$ cat config.mk
export PLATFORM = sky130hd
export DESIGN_NAME = sd_spi_responder_flat
export DESIGN_NICKNAME = d
export VERILOG_FILES = /design/src/rtl/sd_spi_if.sv /design/src/rtl/sd_spi_responder.sv /design/src/flat_wrapper.sv
export SDC_FILE = /design/constraint.sdc
export NUM_CORES = 1
export LEC_CHECK = 0
export CORE_ASPECT_RATIO = 0.5
export CORE_MARGIN = 4
export CORE_UTILIZATION = 50
export CTS_BUF_LIST = sky130_fd_sc_hd__clkbuf_8
export DETAILED_ROUTE_END_ITERATION = 12
export GPL_TIMING_DRIVEN = 0
export PLACE_DENSITY = 0.78
export SLEW_MARGIN = 20
export SYNTH_ARGS = -nofsm -noshare
export SYNTH_HDL_FRONTEND = slang
export SYNTH_SLANG_ARGS = --single-unit
export TNS_END_PERCENT = 20
$ cat constraint.sdc
create_clock -name clk -period 5 [get_ports clk]
set_clock_uncertainty 0.15 [all_clocks]
set_input_delay 0.75 -clock clk [delete_from_list [all_inputs] [get_ports clk]]
set_output_delay 0.75 -clock clk [all_outputs]
set_load 0.01 [all_outputs]
$ cat src/rtl/sd_spi_if.sv
// sd_spi_if: SPI-mode SD link pins plus card-side command observation signals.
interface sd_spi_if;
  logic        sd_clk;
  logic        sd_cs;
  logic        sd_mosi;
  logic        sd_miso;
  logic        card_ready;
  logic        cmd_valid;
  logic [5:0]  cmd_index;
  logic [31:0] cmd_arg;
  modport slave (input sd_clk, sd_cs, sd_mosi, output sd_miso, card_ready, cmd_valid, cmd_index, cmd_arg);
  modport master (output sd_clk, sd_cs, sd_mosi, input sd_miso, card_ready, cmd_valid, cmd_index, cmd_arg);
endinterface

$ cat src/rtl/sd_spi_responder.sv
// sd_spi_responder: oversampled SPI-mode SD card model answering CMD0, CMD8, CMD55 and ACMD41.
module sd_spi_responder #(
  parameter int         ACMD41_BUSY_CNT = 2,
  parameter int         NCR_BYTES       = 1,
  parameter logic [3:0] VHS_ACCEPT      = 4'h1
) (
  input  logic     clk,
  input  logic     reset,
  sd_spi_if.slave  bus
);
  localparam logic [6:0] NCR_LAST = 7'(NCR_BYTES * 8 - 1);
  localparam logic [7:0] BUSY_MAX = 8'(ACMD41_BUSY_CNT);
  typedef enum logic [1:0] {L_IDLE, L_RX, L_NCR, L_TX} link_t;
  typedef enum logic [1:0] {C_NOINIT, C_IDLE, C_READY} card_t;
  function automatic logic [6:0] crc7(input logic [39:0] d);
    logic [6:0] c;
    c = '0;
    for (int k = 39; k >= 0; k--) c = {c[5:0], 1'b0} ^ ((d[k] ^ c[6]) ? 7'h09 : 7'h00);
    return c;
  endfunction
  link_t       r_link, w_link;
  card_t       r_card, w_card;
  logic [1:0]  r_sclk_s, r_cs_s, r_mosi_s;
  logic        r_sclk_d, r_miso, r_app, r_valid, r_tx_long;
  logic [46:0] r_shift;
  logic [6:0]  r_cnt;
  logic [39:0] r_tx;
  logic [7:0]  r_busy;
  logic [5:0]  r_idx;
  logic [31:0] r_arg;
  logic        w_rise, w_fall, w_cs, w_mosi, w_done, w_good, w_i, w_crc_bad;
  logic        w_resp, w_long, w_busy_inc;
  logic [47:0] w_frame;
  logic [5:0]  w_idx;
  logic [31:0] w_arg;
  logic [39:0] w_tx;
  assign w_rise    = r_sclk_s[1] & ~r_sclk_d;
  assign w_fall    = ~r_sclk_s[1] & r_sclk_d;
  assign w_cs      = r_cs_s[1];
  assign w_mosi    = r_mosi_s[1];
  assign w_frame   = {r_shift, w_mosi};
  assign w_idx     = w_frame[45:40];
  assign w_arg     = w_frame[39:8];
  assign w_good    = w_frame[46] & w_frame[0];
  assign w_done    = (r_link == L_RX) && w_rise && !w_cs && (r_cnt == 7'd47);
  assign w_i       = r_card != C_READY;
  assign w_crc_bad = (w_idx == 6'd0 || w_idx == 6'd8) && (crc7(w_frame[47:8]) != w_frame[7:1]);
  always_comb begin
    w_link     = r_link;
    w_card     = r_card;
    w_tx       = '1;
    w_long     = 1'b0;
    w_busy_inc = 1'b0;
    w_resp     = 1'b0;
    if (w_cs) w_link = L_IDLE;
    else if (r_link == L_IDLE) w_link = (w_rise && !w_mosi) ? L_RX : L_IDLE;
    else if (r_link == L_NCR) w_link = (w_fall && r_cnt == NCR_LAST) ? L_TX : L_NCR;
    else if (r_link == L_TX) w_link = (w_fall && r_cnt == (r_tx_long ? 7'd40 : 7'd8)) ? L_IDLE : L_TX;
    else if (w_done) begin
      w_link = L_IDLE;
      if (w_good) begin
        w_resp = 1'b1;
        if (w_crc_bad) w_tx[39:32] = {4'h0, 3'b100, w_i};
        else if (r_card == C_NOINIT && w_idx != 6'd0) w_resp = 1'b0;
        else if (w_idx == 6'd0) begin
          w_tx[39:32] = 8'h01;
          w_card      = C_IDLE;
        end else if (w_idx == 6'd8) begin
          w_long = 1'b1;
          w_tx   = {8'h01, 16'h0000, 4'h0, (w_arg[11:8] == VHS_ACCEPT) ? VHS_ACCEPT : 4'h0, w_arg[7:0]};
        end else if (w_idx == 6'd55) w_tx[39:32] = {7'h00, w_i};
        else if (w_idx == 6'd41 && r_app) begin
          w_busy_inc  = r_busy < BUSY_MAX;
          w_tx[39:32] = {7'h00, w_busy_inc};
          w_card      = w_busy_inc ? r_card : C_READY;
        end else w_tx[39:32] = {5'h00, 2'b10, w_i};
        w_link = w_resp ? L_NCR : L_IDLE;
      end
    end
  end
  always_ff @(posedge clk or negedge reset) begin
    if (!reset) begin
      r_link    <= L_IDLE;
      r_card    <= C_NOINIT;
      r_sclk_s  <= 2'b00;
      r_cs_s    <= 2'b11;
      r_mosi_s  <= 2'b11;
      r_sclk_d  <= 1'b0;
      r_miso    <= 1'b1;
      r_app     <= 1'b0;
      r_valid   <= 1'b0;
      r_tx_long <= 1'b0;
      r_shift   <= '0;
      r_cnt     <= '0;
      r_tx      <= '1;
      r_busy    <= '0;
      r_idx     <= '0;
      r_arg     <= '0;
    end else begin
      r_sclk_s <= {r_sclk_s[0], bus.sd_clk};
      r_cs_s   <= {r_cs_s[0], bus.sd_cs};
      r_mosi_s <= {r_mosi_s[0], bus.sd_mosi};
      r_sclk_d <= r_sclk_s[1];
      r_link   <= w_link;
      r_card   <= w_card;
      r_valid  <= w_done && w_good;
      if (w_done && w_good) begin
        r_idx     <= w_idx;
        r_arg     <= w_arg;
        r_app     <= w_idx == 6'd55;
        r_tx      <= w_tx;
        r_tx_long <= w_long;
        r_busy    <= (w_idx == 6'd0 && !w_crc_bad) ? 8'h00 : r_busy + {7'h00, w_busy_inc};
      end
      if (w_cs) begin
        r_cnt  <= '0;
        r_miso <= 1'b1;
      end else if (r_link == L_IDLE && w_link == L_RX) begin
        r_shift <= {46'h0, w_mosi};
        r_cnt   <= 7'd1;
      end else if (r_link == L_RX && w_rise) begin
        r_shift <= w_frame[46:0];
        r_cnt   <= w_done ? 7'd0 : r_cnt + 7'd1;
      end else if (r_link == L_NCR && w_fall) begin
        r_miso <= 1'b1;
        r_cnt  <= (w_link == L_TX) ? 7'd0 : r_cnt + 7'd1;
      end else if (r_link == L_TX && w_fall) begin
        r_miso <= (w_link == L_IDLE) ? 1'b1 : r_tx[39];
        r_tx   <= {r_tx[38:0], 1'b1};
        r_cnt  <= (w_link == L_IDLE) ? 7'd0 : r_cnt + 7'd1;
      end
    end
  end
  assign bus.sd_miso    = r_miso;
  assign bus.card_ready = r_card == C_READY;
  assign bus.cmd_valid  = r_valid;
  assign bus.cmd_index  = r_idx;
  assign bus.cmd_arg    = r_arg;
endmodule
$ cat src/flat_wrapper.sv
// flat-port wrapper written by rule: the top's interface ports become plain ports
module sd_spi_responder_flat 
#(
  parameter int         ACMD41_BUSY_CNT = 2,
  parameter int         NCR_BYTES       = 1,
  parameter logic [3:0] VHS_ACCEPT      = 4'h1
)
  (clk, reset, bus_sd_clk, bus_sd_cs, bus_sd_mosi, bus_sd_miso, bus_card_ready, bus_cmd_valid, bus_cmd_index, bus_cmd_arg);
  sd_spi_if bus_i ();
  input  logic clk;
  input  logic reset;
  input wire logic [$bits(bus_i.sd_clk)-1:0] bus_sd_clk;
  input wire logic [$bits(bus_i.sd_cs)-1:0] bus_sd_cs;
  input wire logic [$bits(bus_i.sd_mosi)-1:0] bus_sd_mosi;
  output wire logic [$bits(bus_i.sd_miso)-1:0] bus_sd_miso;
  output wire logic [$bits(bus_i.card_ready)-1:0] bus_card_ready;
  output wire logic [$bits(bus_i.cmd_valid)-1:0] bus_cmd_valid;
  output wire logic [$bits(bus_i.cmd_index)-1:0] bus_cmd_index;
  output wire logic [$bits(bus_i.cmd_arg)-1:0] bus_cmd_arg;
  assign bus_i.sd_clk = bus_sd_clk;
  assign bus_i.sd_cs = bus_sd_cs;
  assign bus_i.sd_mosi = bus_sd_mosi;
  assign bus_sd_miso = bus_i.sd_miso;
  assign bus_card_ready = bus_i.card_ready;
  assign bus_cmd_valid = bus_i.cmd_valid;
  assign bus_cmd_index = bus_i.cmd_index;
  assign bus_cmd_arg = bus_i.cmd_arg;
  sd_spi_responder #(.ACMD41_BUSY_CNT(ACMD41_BUSY_CNT), .NCR_BYTES(NCR_BYTES), .VHS_ACCEPT(VHS_ACCEPT)) u_core (.clk(clk), .reset(reset), .bus(bus_i));
endmodule
==> key figures <==
Setup path
  – Crit path arrival time: 4.11 ns
  – Ordered list of cells on the worst path: xnor3_1 > xnor2_2 > xnor3_1 > xnor2_1 > xnor2_1 > o2111ai_1 > nor4_2 > o21ai_0 > a21o_1
  – Worst-path cell with the longest stage delay: sky130_fd_sc_hd__nor4_2
  – WP data required: 5.20 ns
  – Crit path max fanout: 9
  – Crit Path Category: register to register
  – Worst Setup End Kind: register
  – Maximum cell stage delay along the critical path: 0.77 ns
  – Kind of launch point of the worst setup path: register
  – Combined buffer and inverter count along the critical path: 0
  – Family of cells with the greatest summed delay on the critical path: XOR/XNOR gates

Detailed routing
  – Final routed wirelength across all metal layers: 17200 microns
  – Detailed Routing Iterations Pass 1: 5
  – Remaining routing DRC violations: 0
  – Number of nets still failing antenna checks after routing: 0
  – Via/cell ratio: 5.45
  – Detailed router's first-iteration violation count: 600
  – Total via count in the routed design: 5855
  – Routed length per instance: 16.0 microns

Synthesis
  – Complex-gate fraction of the synthesized area: 11.2%
  – Cell with the most instances after synthesis: sky130_fd_sc_hd__nand2_1
  – Count of cell types in the netlist: 57
  – Yosys warns: 0
  – Library cell with the largest summed area after synthesis: sky130_fd_sc_hd__dfrtp_1
  – EDFF count, synth: 0
  – Register bit count reported by yosys: 155
  – Fraction of post-synthesis cell area in the top cell type by area: 36.2%
  – Synth Area in Adders: 0.659%
  – Post-synthesis simple-gate area fraction: 20.0%
  – Most frequent cells after synthesis: sky130_fd_sc_hd__nand2_1 (242), sky130_fd_sc_hd__dfrtp_1 (110), sky130_fd_sc_hd__a21oi_1 (69)
  – Sequential-to-total area share from yosys stat: 51.8%
  – Main combinational cell family by area after synthesis: simple AND/OR/NAND/NOR gates
  – Leading cell types by total area after synthesis: sky130_fd_sc_hd__dfrtp_1 (36%), sky130_fd_sc_hd__dfstp_2 (16%), sky130_fd_sc_hd__nand2_1 (12%)
  – Multiplexer fraction of the synthesized cell area: 0.280%
  – Cell count after synthesis: 798
  – Syn nets: 807
  – Post-synthesis async set-or-reset flop share: 100%
  – Flip-flop cell with the highest count after synthesis: sky130_fd_sc_hd__dfrtp_1
  – Xor and xnor area share after synthesis: 12.5%
  – Average instance area after synthesis: 9.52 sq um
  – Cell area after synthesis: 7600 sq um

Clocking
  – Hold-fix buffers at CTS: 0
  – Clock slew seen by the registers of the worst setup and hold paths: 0.10 ns
  – Max H-tree Level: 4
  – Postcts setup bufs: 0
  – # resized after CTS: 0
  – Clock Tree Root: sky130_fd_sc_hd__clkbuf_8
  – Latest clock arrival within the worst-skew pair: 0.46 ns
  – TritonCTS sink count: 155
  – Number of buffers created by CTS: 17
  – Clock tree from TritonCTS: done
  – Clock buffer depth: 2

Power and ir drop
  – Static leakage: 0.00389 uW
  – Pwr/cell area: 256 nW/um^2
  – IR Drop Worst-Case VDD: 137 uV

Die
  – Die X: 182 microns
  – Area of the placeable core: 14700 sq um
  – Chip Height: 95.2 microns
  – Number of placement rows: 31
  – Total I/O pin count: 46
  – Starting density of the core: 51.8%
  – Total die area: 17400 sq um

Global routing
  – Global routing usage summed across all routing layers: 21.0%
  – Wire length of the first global-routing pass: 29000 microns
  – GRT overflow: 0
  – Largest net degree at the start of global routing: 91
  – Number of global-route vias before repair: 5636
  – Initial antenna violation count: 0

Timing
  – Hold Slack: 0.136 ns
  – Actual transition at the worst max-transition pin: 0.864 ns
  – Worst slew margin relative to its limit: 42.0%
  – Post-route setup slack: 1.09 ns
  – Peak Freq: 256 MHz
  – Final Hold Viols: 0
  – Fin crit period: 3.91 ns
  – Final number of max-transition violations: 0
  – Unrepaired setup endpoints after global routing: false
  – Setup violations, final: 0
  – Final clock period utilization by the worst path: 78.2%

Outcome
  – Outcome: finished clean

Placement
  – Port Buf Inserts: 45
  – Estimated wirelength of the detail-placed design: 12100 microns
  – Last weighted congestion value of the routability-driven placer: 0.867
  – Pre-CTS worst setup slack: 1.14 ns

Min path
  – Worst hold path class: primary input to async pin

Finish
  – N_diodes: 0
  – Share of final-layout standard cells stronger than drive strength 1: 11.0%
  – Core occupancy in the finished layout: 59.3%
  – Nets: 872
  – Growth of design area from synthesis to finish: 14.4%

Job
  – # Max-Cap Violations: 0
==> layout by cell type, fill, tap and decap left out, types with 2 or more instances in the layout <==
| master | instances |
|---|---|
| sky130_fd_sc_hd__nand2_1 | 242 |
| sky130_fd_sc_hd__dfrtp_1 | 110 |
| sky130_fd_sc_hd__a21oi_1 | 69 |
| sky130_fd_sc_hd__dfstp_2 | 45 |
| sky130_fd_sc_hd__clkdlybuf4s50_1 | 44 |
| sky130_fd_sc_hd__clkbuf_1 | 38 |
| sky130_fd_sc_hd__nor2_1 | 38 |
| sky130_fd_sc_hd__xnor2_1 | 36 |
| sky130_fd_sc_hd__o31ai_1 | 26 |
| sky130_fd_sc_hd__o21ai_0 | 25 |
| sky130_fd_sc_hd__nand3_1 | 21 |
| sky130_fd_sc_hd__xnor3_1 | 19 |
| sky130_fd_sc_hd__clkbuf_8 | 18 |
| sky130_fd_sc_hd__inv_1 | 17 |
| sky130_fd_sc_hd__xor2_1 | 17 |
| sky130_fd_sc_hd__nor3_1 | 12 |
| sky130_fd_sc_hd__or3_1 | 10 |
| sky130_fd_sc_hd__and3_1 | 7 |
| sky130_fd_sc_hd__a21o_1 | 5 |
| sky130_fd_sc_hd__buf_2 | 5 |
| sky130_fd_sc_hd__nand4_1 | 4 |
| sky130_fd_sc_hd__o21bai_1 | 4 |
| sky130_fd_sc_hd__ha_1 | 4 |
| sky130_fd_sc_hd__clkinv_4 | 4 |
| sky130_fd_sc_hd__inv_6 | 4 |
| sky130_fd_sc_hd__buf_6 | 3 |
| sky130_fd_sc_hd__and2_1 | 3 |
| sky130_fd_sc_hd__and4b_1 | 2 |
| sky130_fd_sc_hd__nor4_1 | 2 |
| sky130_fd_sc_hd__nand2b_1 | 2 |
| sky130_fd_sc_hd__nor4bb_1 | 2 |
| sky130_fd_sc_hd__xnor2_2 | 2 |
| sky130_fd_sc_hd__clkinv_2 | 2 |
| sky130_fd_sc_hd__inv_8 | 2 |
==> state kept, by name (all words and copies together), names as in the netlist, 2 cells and up <==
register and count:
u_core.r_shift 47, u_core.r_tx 40, u_core.bus.cmd_arg 32, u_core.r_busy 8, u_core.r_cnt 7, u_core.bus.cmd_index 6, u_core.r_card 2, u_core.r_cs_s 2
u_core.r_link 2, u_core.r_mosi_s 2, u_core.r_sclk_s 2
==> path summary, 6_finish.rpt <==
path                       depth (start not counted)               start  slack, ns                endpoint
max in group asynchronous                          2               reset       3.73          u_core.r_tx[0]
min reg2reg                                        0  u_core.r_sclk_s[0]       0.20      u_core.r_sclk_s[1]
min                                                1               reset       0.14  u_core.bus.cmd_arg[19]
max                                                9  u_core.r_shift[39]       1.09        u_core.r_busy[2]
max reg2reg                                        9  u_core.r_shift[39]       1.09        u_core.r_busy[2]
min in group clk                                   0  u_core.r_sclk_s[0]       0.20      u_core.r_sclk_s[1]
==> per-layer routing <==
metal / part of all wire [%] / track usage (%) / vias to the layer above
met3: 6.5 / 4.12 / 27
met1: 46 / 30.7 / 2850
li1: - / - / 2789
met2: 46 / 32.1 / 189
met4: 1.4 / 6.68 / 0
met5: 0 / 0 / -
==> logic make-up (layout without fill, tap and decap cells) <==
logic type,count (synthesis),count (layout)
AND/OR/NAND/NOR,355,355
flip-flops,155,155
AO/OA/AOI/OAI,143,143
XOR/XNOR,75,75
buffers and inverters,64,142
adder cells (fa/ha/maj),4,4
multiplexers,2,2
==> final cells by class <==
| class | instances | area [sq um] |
|---|---|---|
| Sequential cell | 155 | 3940 |
| Timing Repair Buffer | 46 | 483 |
| Multi-Input combinational cell | 579 | 3390 |
| Clock inverter | 14 | 114 |
| Inverter | 17 | 63.8 |
| Buffer | 47 | 205 |
| Tap cell | 198 | 248 |
| Fill cell | 1249 | 5970 |
| Clock buffer | 18 | 248 |
==> stage by stage <==
step,setup TNS [ns],std cells,instance area [sq um],total power (uW)
after floorplan,0,798,7600,1320
after global placement,-381.79,1041,8300,1360
after detailed placement,0,1042,8330,1370
after CTS,0,1074,8690,2240
after global routing,0,1074,8690,2310
final,0,1074,8690,2220
==> report_power, final <==
group          leakage (uW)  internal [uW]  switching (uW)
Clock              0.000189            368             515
Combinational       0.00171           19.8            53.7
Sequential          0.00199           1260            5.99
Power figures use the tool's default switching activity.
